<file path="src/rtl/keypad_emu.sv">
// keypad_emu: responder side of a 4x4 membrane keypad matrix.
// Key codes queue in a small FIFO; each one is held pressed for HOLD_CYCLES,
// then released for GAP_CYCLES. Active-low column strobes from the scanner are
// answered with registered active-low row returns.
// Optional contact bounce: define KEYPAD_EMU_BOUNCE_EN (needs HOLD_CYCLES and
// GAP_CYCLES > 16); the default build models a clean contact.
module keypad_emu #(
   parameter int HOLD_CYCLES = 1000,
   parameter int GAP_CYCLES  = 500,
   parameter int DEPTH       = 4
) (
   input  logic       clk,
   input  logic       rst_n,
   input  logic [3:0] key_code,
   input  logic       key_valid,
   output logic       key_ready,
   input  logic [3:0] col,
   output logic [3:0] row,
   output logic       pressed,
   output logic [3:0] key_active,
   output logic       busy
);

   localparam int AW   = $clog2(DEPTH);
   localparam int MAXC = (HOLD_CYCLES > GAP_CYCLES) ? HOLD_CYCLES : GAP_CYCLES;
   localparam int CW   = ($clog2(MAXC) < 1) ? 1 : $clog2(MAXC);

   localparam logic [CW-1:0] HOLD_LD = CW'(HOLD_CYCLES - 1);
   localparam logic [CW-1:0] GAP_LD  = CW'(GAP_CYCLES - 1);

   localparam logic [1:0] S_IDLE  = 2'd0;
   localparam logic [1:0] S_PRESS = 2'd1;
   localparam logic [1:0] S_GAP   = 2'd2;

   logic [3:0]    mem [DEPTH];
   logic [AW:0]   wptr, rptr;
   logic          full, empty, push, pop;
   logic [1:0]    state;
   logic [CW-1:0] cnt;
   logic          contact;
   logic [3:0]    row_nxt;
   logic [3:0]    row_p1;

   // Pointers carry one extra wrap bit so full and empty are distinguishable
   assign empty     = (wptr == rptr);
   assign full      = (wptr[AW] != rptr[AW]) && (wptr[AW-1:0] == rptr[AW-1:0]);
   assign key_ready = !full;
   assign push      = key_valid && !full;
   assign pop       = (state == S_IDLE) && !empty;
   assign busy      = !empty || (state != S_IDLE);
   assign row       = row_p1;

   // FIFO storage: data only, never reset
   always_ff @(posedge clk) begin
      if (push) mem[wptr[AW-1:0]] <= key_code;
   end

   // FIFO pointers; push and pop in the same cycle both advance
   always_ff @(posedge clk or negedge rst_n) begin
      if (!rst_n) begin
         wptr <= '0;
         rptr <= '0;
      end else begin
         if (push) wptr <= wptr + 1'b1;
         if (pop)  rptr <= rptr + 1'b1;
      end
   end

   // Press/release sequencer: IDLE pops, PRESS holds, GAP releases
   always_ff @(posedge clk or negedge rst_n) begin
      if (!rst_n) begin
         state      <= S_IDLE;
         cnt        <= '0;
         pressed    <= 1'b0;
         key_active <= 4'h0;
      end else begin
         case (state)
            S_IDLE: begin
               if (!empty) begin
                  key_active <= mem[rptr[AW-1:0]];
                  cnt        <= HOLD_LD;
                  pressed    <= 1'b1;
                  state      <= S_PRESS;
               end
            end
            S_PRESS: begin
               if (cnt == '0) begin
                  pressed <= 1'b0;
                  cnt     <= GAP_LD;
                  state   <= S_GAP;
               end else begin
                  cnt <= cnt - 1'b1;
               end
            end
            S_GAP: begin
               if (cnt == '0) state <= S_IDLE;
               else           cnt   <= cnt - 1'b1;
            end
            default: state <= S_IDLE;
         endcase
      end
   end

`ifdef KEYPAD_EMU_BOUNCE_EN
   localparam int BOUNCE_CYCLES = 16;
   localparam logic [CW-1:0] HOLD_BT = CW'(HOLD_CYCLES - BOUNCE_CYCLES);
   localparam logic [CW-1:0] GAP_BT  = CW'(GAP_CYCLES - BOUNCE_CYCLES);

   logic [7:0] lfsr;
   logic       bounce_win;

   // Fibonacci LFSR x^8+x^6+x^5+x^4+1, free-running chatter source
   always_ff @(posedge clk or negedge rst_n) begin
      if (!rst_n) lfsr <= 8'hA5;
      else        lfsr <= {lfsr[6:0], lfsr[7] ^ lfsr[5] ^ lfsr[4] ^ lfsr[3]};
   end

   // Chatter only during the first BOUNCE_CYCLES of each press and release
   always_comb begin
      bounce_win = 1'b0;
      if (state == S_PRESS && cnt >= HOLD_BT) bounce_win = 1'b1;
      if (state == S_GAP   && cnt >= GAP_BT)  bounce_win = 1'b1;
   end

   assign contact = pressed ^ (bounce_win & lfsr[0]);
`else
   assign contact = pressed;
`endif

   // Only the held key's column strobe can pull its row low
   always_comb begin
      row_nxt = 4'b1111;
      if (contact && !col[key_active[1:0]]) row_nxt[key_active[3:2]] = 1'b0;
   end

   // Row return register: one clk behind the column strobe
   always_ff @(posedge clk or negedge rst_n) begin
      if (!rst_n) row_p1 <= 4'b1111;
      else        row_p1 <= row_nxt;
   end

endmodule

</file>
<file path="config.mk">
export PLATFORM = sky130hd
export DESIGN_NAME = keypad_emu
export DESIGN_NICKNAME = d
export VERILOG_FILES = /design/src/rtl/keypad_emu.sv
export SDC_FILE = /design/constraint.sdc
export NUM_CORES = 1
export LEC_CHECK = 0
export ABC_AREA = 0
export CAP_MARGIN = 0
export CELL_PAD_IN_SITES_DETAIL_PLACEMENT = 1
export CELL_PAD_IN_SITES_GLOBAL_PLACEMENT = 2
export CORE_ASPECT_RATIO = 1.4
export CORE_MARGIN = 2
export CORE_UTILIZATION = 42
export CTS_BUF_LIST = sky130_fd_sc_hd__clkbuf_16
export CTS_CLUSTER_DIAMETER = 80
export DETAILED_ROUTE_END_ITERATION = 16
export PLACE_DENSITY = 0.95
export REMOVE_ABC_BUFFERS = 1
export SLEW_MARGIN = 20
export SYNTH_ARGS = -nofsm -noshare
export SYNTH_HDL_FRONTEND = slang
export SYNTH_SLANG_ARGS = --single-unit
export TNS_END_PERCENT = 5
</file>
<file path="constraint.sdc">
create_clock -name clk -period 3.2 [get_ports clk]
set_clock_uncertainty 0.1 [all_clocks]
set_input_delay 0.48 -clock clk [delete_from_list [all_inputs] [get_ports clk]]
set_output_delay 0.48 -clock clk [all_outputs]
set_load 0.03 [all_outputs]
</file>
==> run summary <==
Worst Hold Class: flop to flop
CTS sink count: 43
first-pass GRT wire length: 7.96 mm
count of cell types in the netlist: 47
Critical Path Stages: 4
Max Root-Sink Buffers: 2
Hold-fix buffers, CTS: 0
Slew Limit Fails: 0
Post-CTS Setup Inserts: 0
post-synthesis mux area share: 8.44%
post-layout net count: 217
WP buf/inv: 2
top routing layer used: met4
Final min period: 2.69 ns
WL final: 4.87 mm
Top Family by Delay on Critical Path: buffers and inverters
vias in the first global route: 1,583
Cell Rows: 31
RSZ-0062 raised after global routing: no
die area: 5790 um2
flops & latches, synth: 43
Tcrit/Tclk final: 84.2%
Core Area: 5080 um2
worst-case reg-to-reg path depth: 7
worst-path cell chain: xnor2_1, and4_4, inv_1, clkdlybuf4s50_1
crit path capture: busy
Final setup viols: 0
fmax: 371 MHz
RD Place Congestion: 0.812
asr flop ratio synth: 62.8%
synthesized area: 2180 um2
Least-Margin Pin Slew: 0.666 ns
worst-skew pair later-pin latency: 0.29 ns
post-synthesis cell count: 171
leakage: 1.05 nW
io pins: 22
outcome: finished, final reports clean
drt first pass iters: 5
complex-gate fraction of the synthesized area: 13.5%
largest family of logic cells by synthesized area: compound AO/OA/AOI/OAI gates
via-per-instance ratio: 5.62
reg2reg setup slack: 0.78 ns
end of the worst register-to-register path: cnt[9]$_DFFE_PN0P_
routed via count: 1,479
Worst-path clk slew: 0.06 ns
Synth Area in Simple Gates: 12.6%
ANT cells: 0
PortBufs: 21
DRT iter0 DRCs: 46
DR DRC count: 0
peak per-stage delay on the critical path: 0.59 ns
R2R Path Start: cnt[0]$_DFFE_PN0P_
VDD IR-drop max: 0.000388 V
Slowest cell on crit path: clkdlybuf4s50_1
Max-Cap Viols: 0
width of the die: 64.9 um
share of post-route cells with drive strength above 1: 13.7%
setup ws final: 0.506 ns
Final Hold Fails: 0
post-cts sizing count: 0
yosys warns: 0
Crit Path Max Fanout: 7
Post-synth EDFFs: 16
Die H: 89.2 um
Power Density: 539 nW/um2
Synth Area per Inst: 12.7 um2
met3 wire len: 143 um
sequential area share after synthesis: 53.3%
data required time of the worst path: 2.62 ns
XOR/XNOR share of the synthesized area: 2.81%
largest net degree at the start of global routing: 28
Worst EP arrival: 2.11 ns
initial antenna violation count: 0
setup TNS: 0 ns
startpoint types: flop
post-DP HPWL: 3.57 mm
Hold Slack: 0.398 ns
WL met2: 2.79 mm
Area after DPL: 2430 um2
grt ovf: 0
Synth Area in Adders: 5.74%
Final Cell Area: 2580 um2
Relative slew margins: 55.6%
Routed WL per cell: 18.5 um
H-Tree Depth: 2
Initial Util: 42.9%
Num CTS Buffers: 5
Worst Setup End Kind: output port
dominant synthesized flop cell: dfrtp_1
GRT Total Usage: 18.5%
CTS tree: built
metal1 wirelength: 1.84 mm
Area growth syn-to-layout: 18.6%
crit path kind: flop to output port
Worst setup startpoint: rptr[0]$_DFFE_PN0P_
Place WS: 0.809 ns
CTS Root Cell: clkbuf_16
post-route antenna net violation count: 0
-- metal layers --
metal  vias up  global-route usage [%]
met1       762                    19.7
met2        27                    35.2
met5         -                       0
li1        682                       -
met3         8                    4.28
met4         0                    7.16
-- cell usage in the layout (no fill, tap or decap), types with 2 or more instances in the layout --
master           count
nand2_1              9
and2_1               2
nor3_1               3
a22o_1               4
nand3_1              4
o211ai_1             2
a21oi_1              9
clkinvlp_4           2
o21ai_0              8
and3_1               6
nand3b_1             4
edfxtp_1            16
o21a_1               4
xnor2_1              5
a21boi_0             3
o22a_1               2
clkbuf_16            5
nand2b_1             3
mux4_1               4
ha_1                10
clkdlybuf4s50_1     21
xor2_1               2
mux2_2               5
dfrtp_1             23
dfstp_2              4
inv_1                9
nor2_1               7
-- how the worst min path moves through the flow --
| stage | slack (ns) | depth (start not counted) | endpoint | startpoint |
|---|---|---|---|---|
| 2_1_floorplan | 0.08 | 0 | cnt[0]$_DFFE_PN0P_ | rst_n |
| 3_3_place_gp | 0.36 | 1 | row[1]$_DFF_PN1_ | key_active[2]$_DFFE_PN0P_ |
| 3_5_place_dp | 0.37 | 1 | row[1]$_DFF_PN1_ | key_active[2]$_DFFE_PN0P_ |
| 4_1_cts | 0.39 | 1 | row[1]$_DFF_PN1_ | key_active[2]$_DFFE_PN0P_ |
| 5_1_grt | 0.43 | 1 | wptr[2]$_DFFE_PN0P_ | wptr[2]$_DFFE_PN0P_ |
| 6_report | 0.40 | 1 | row[1]$_DFF_PN1_ | key_active[2]$_DFFE_PN0P_ |
-- cell families (layout without fill, tap and decap cells) --
| group | after synthesis | in the layout |
|---|---|---|
| simple gates | 47 | 47 |
| flops | 43 | 43 |
| compound gates | 41 | 41 |
| buf+inv | 13 | 39 |
| fa+ha+maj | 10 | 10 |
| mux | 10 | 10 |
| xor+xnor | 7 | 7 |
-- report_power, final --
group / internal (mW) / switching, mW / total [mW]
logic: 0.0861 / 0.117 / 0.203
clock network: 0.292 / 0.228 / 0.520
registers: 0.637 / 0.0330 / 0.670
-- synthesized netlist by cell type, types with 2 or more instances --
cell	instances	area share, %
mux4_1	4	4.8
inv_1	9	1.6
mux2_2	5	2.6
dfrtp_1	23	26
nor2_1	7	1.2
a22o_1	4	1.6
a21boi_0	3	1.0
nor3_1	3	0.69
nand3b_1	4	1.4
nand2b_1	3	0.86
o22a_1	2	0.80
o21a_1	4	1.4
o211ai_1	2	0.69
xnor2_1	5	2.0
o21ai_0	8	1.8
edfxtp_1	16	22
and2_1	2	0.57
a21oi_1	9	2.1
ha_1	10	5.7
xor2_1	2	0.80
nand3_1	4	0.92
dfstp_2	4	4.8
and3_1	6	1.7
nand2_1	9	1.6
-- layout make-up --
cell class / count / area [um2]
Timing Repair Buffer: 22 / 218
Sequential cell: 43 / 1160
Clock buffer: 5 / 125
Tap cell: 66 / 82.6
Inverter: 9 / 33.8
Multi-Input combinational cell: 115 / 940
Fill cell: 533 / 2500
Clock inverter: 3 / 23.8
-- sequential cells by signal, indices dropped and copies added, names as in the netlist --
name        flops
mem            16
cnt            10
key_active      4
row             4
rptr            3
wptr            3
state           2
pressed         1
-- per-stage QoR --
step | instances | util (%) | power [mW]
after floorplan | 167 | - | 0.800
after global placement | 255 | 47.9 | 0.857
after detailed placement | 255 | 47.9 | 0.886
after CTS | 263 | 50.8 | 1.41
after global routing | 263 | 50.8 | 1.45
final | 263 | 50.8 | 1.39
No activity file was read; power rests on OpenSTA's default activity.
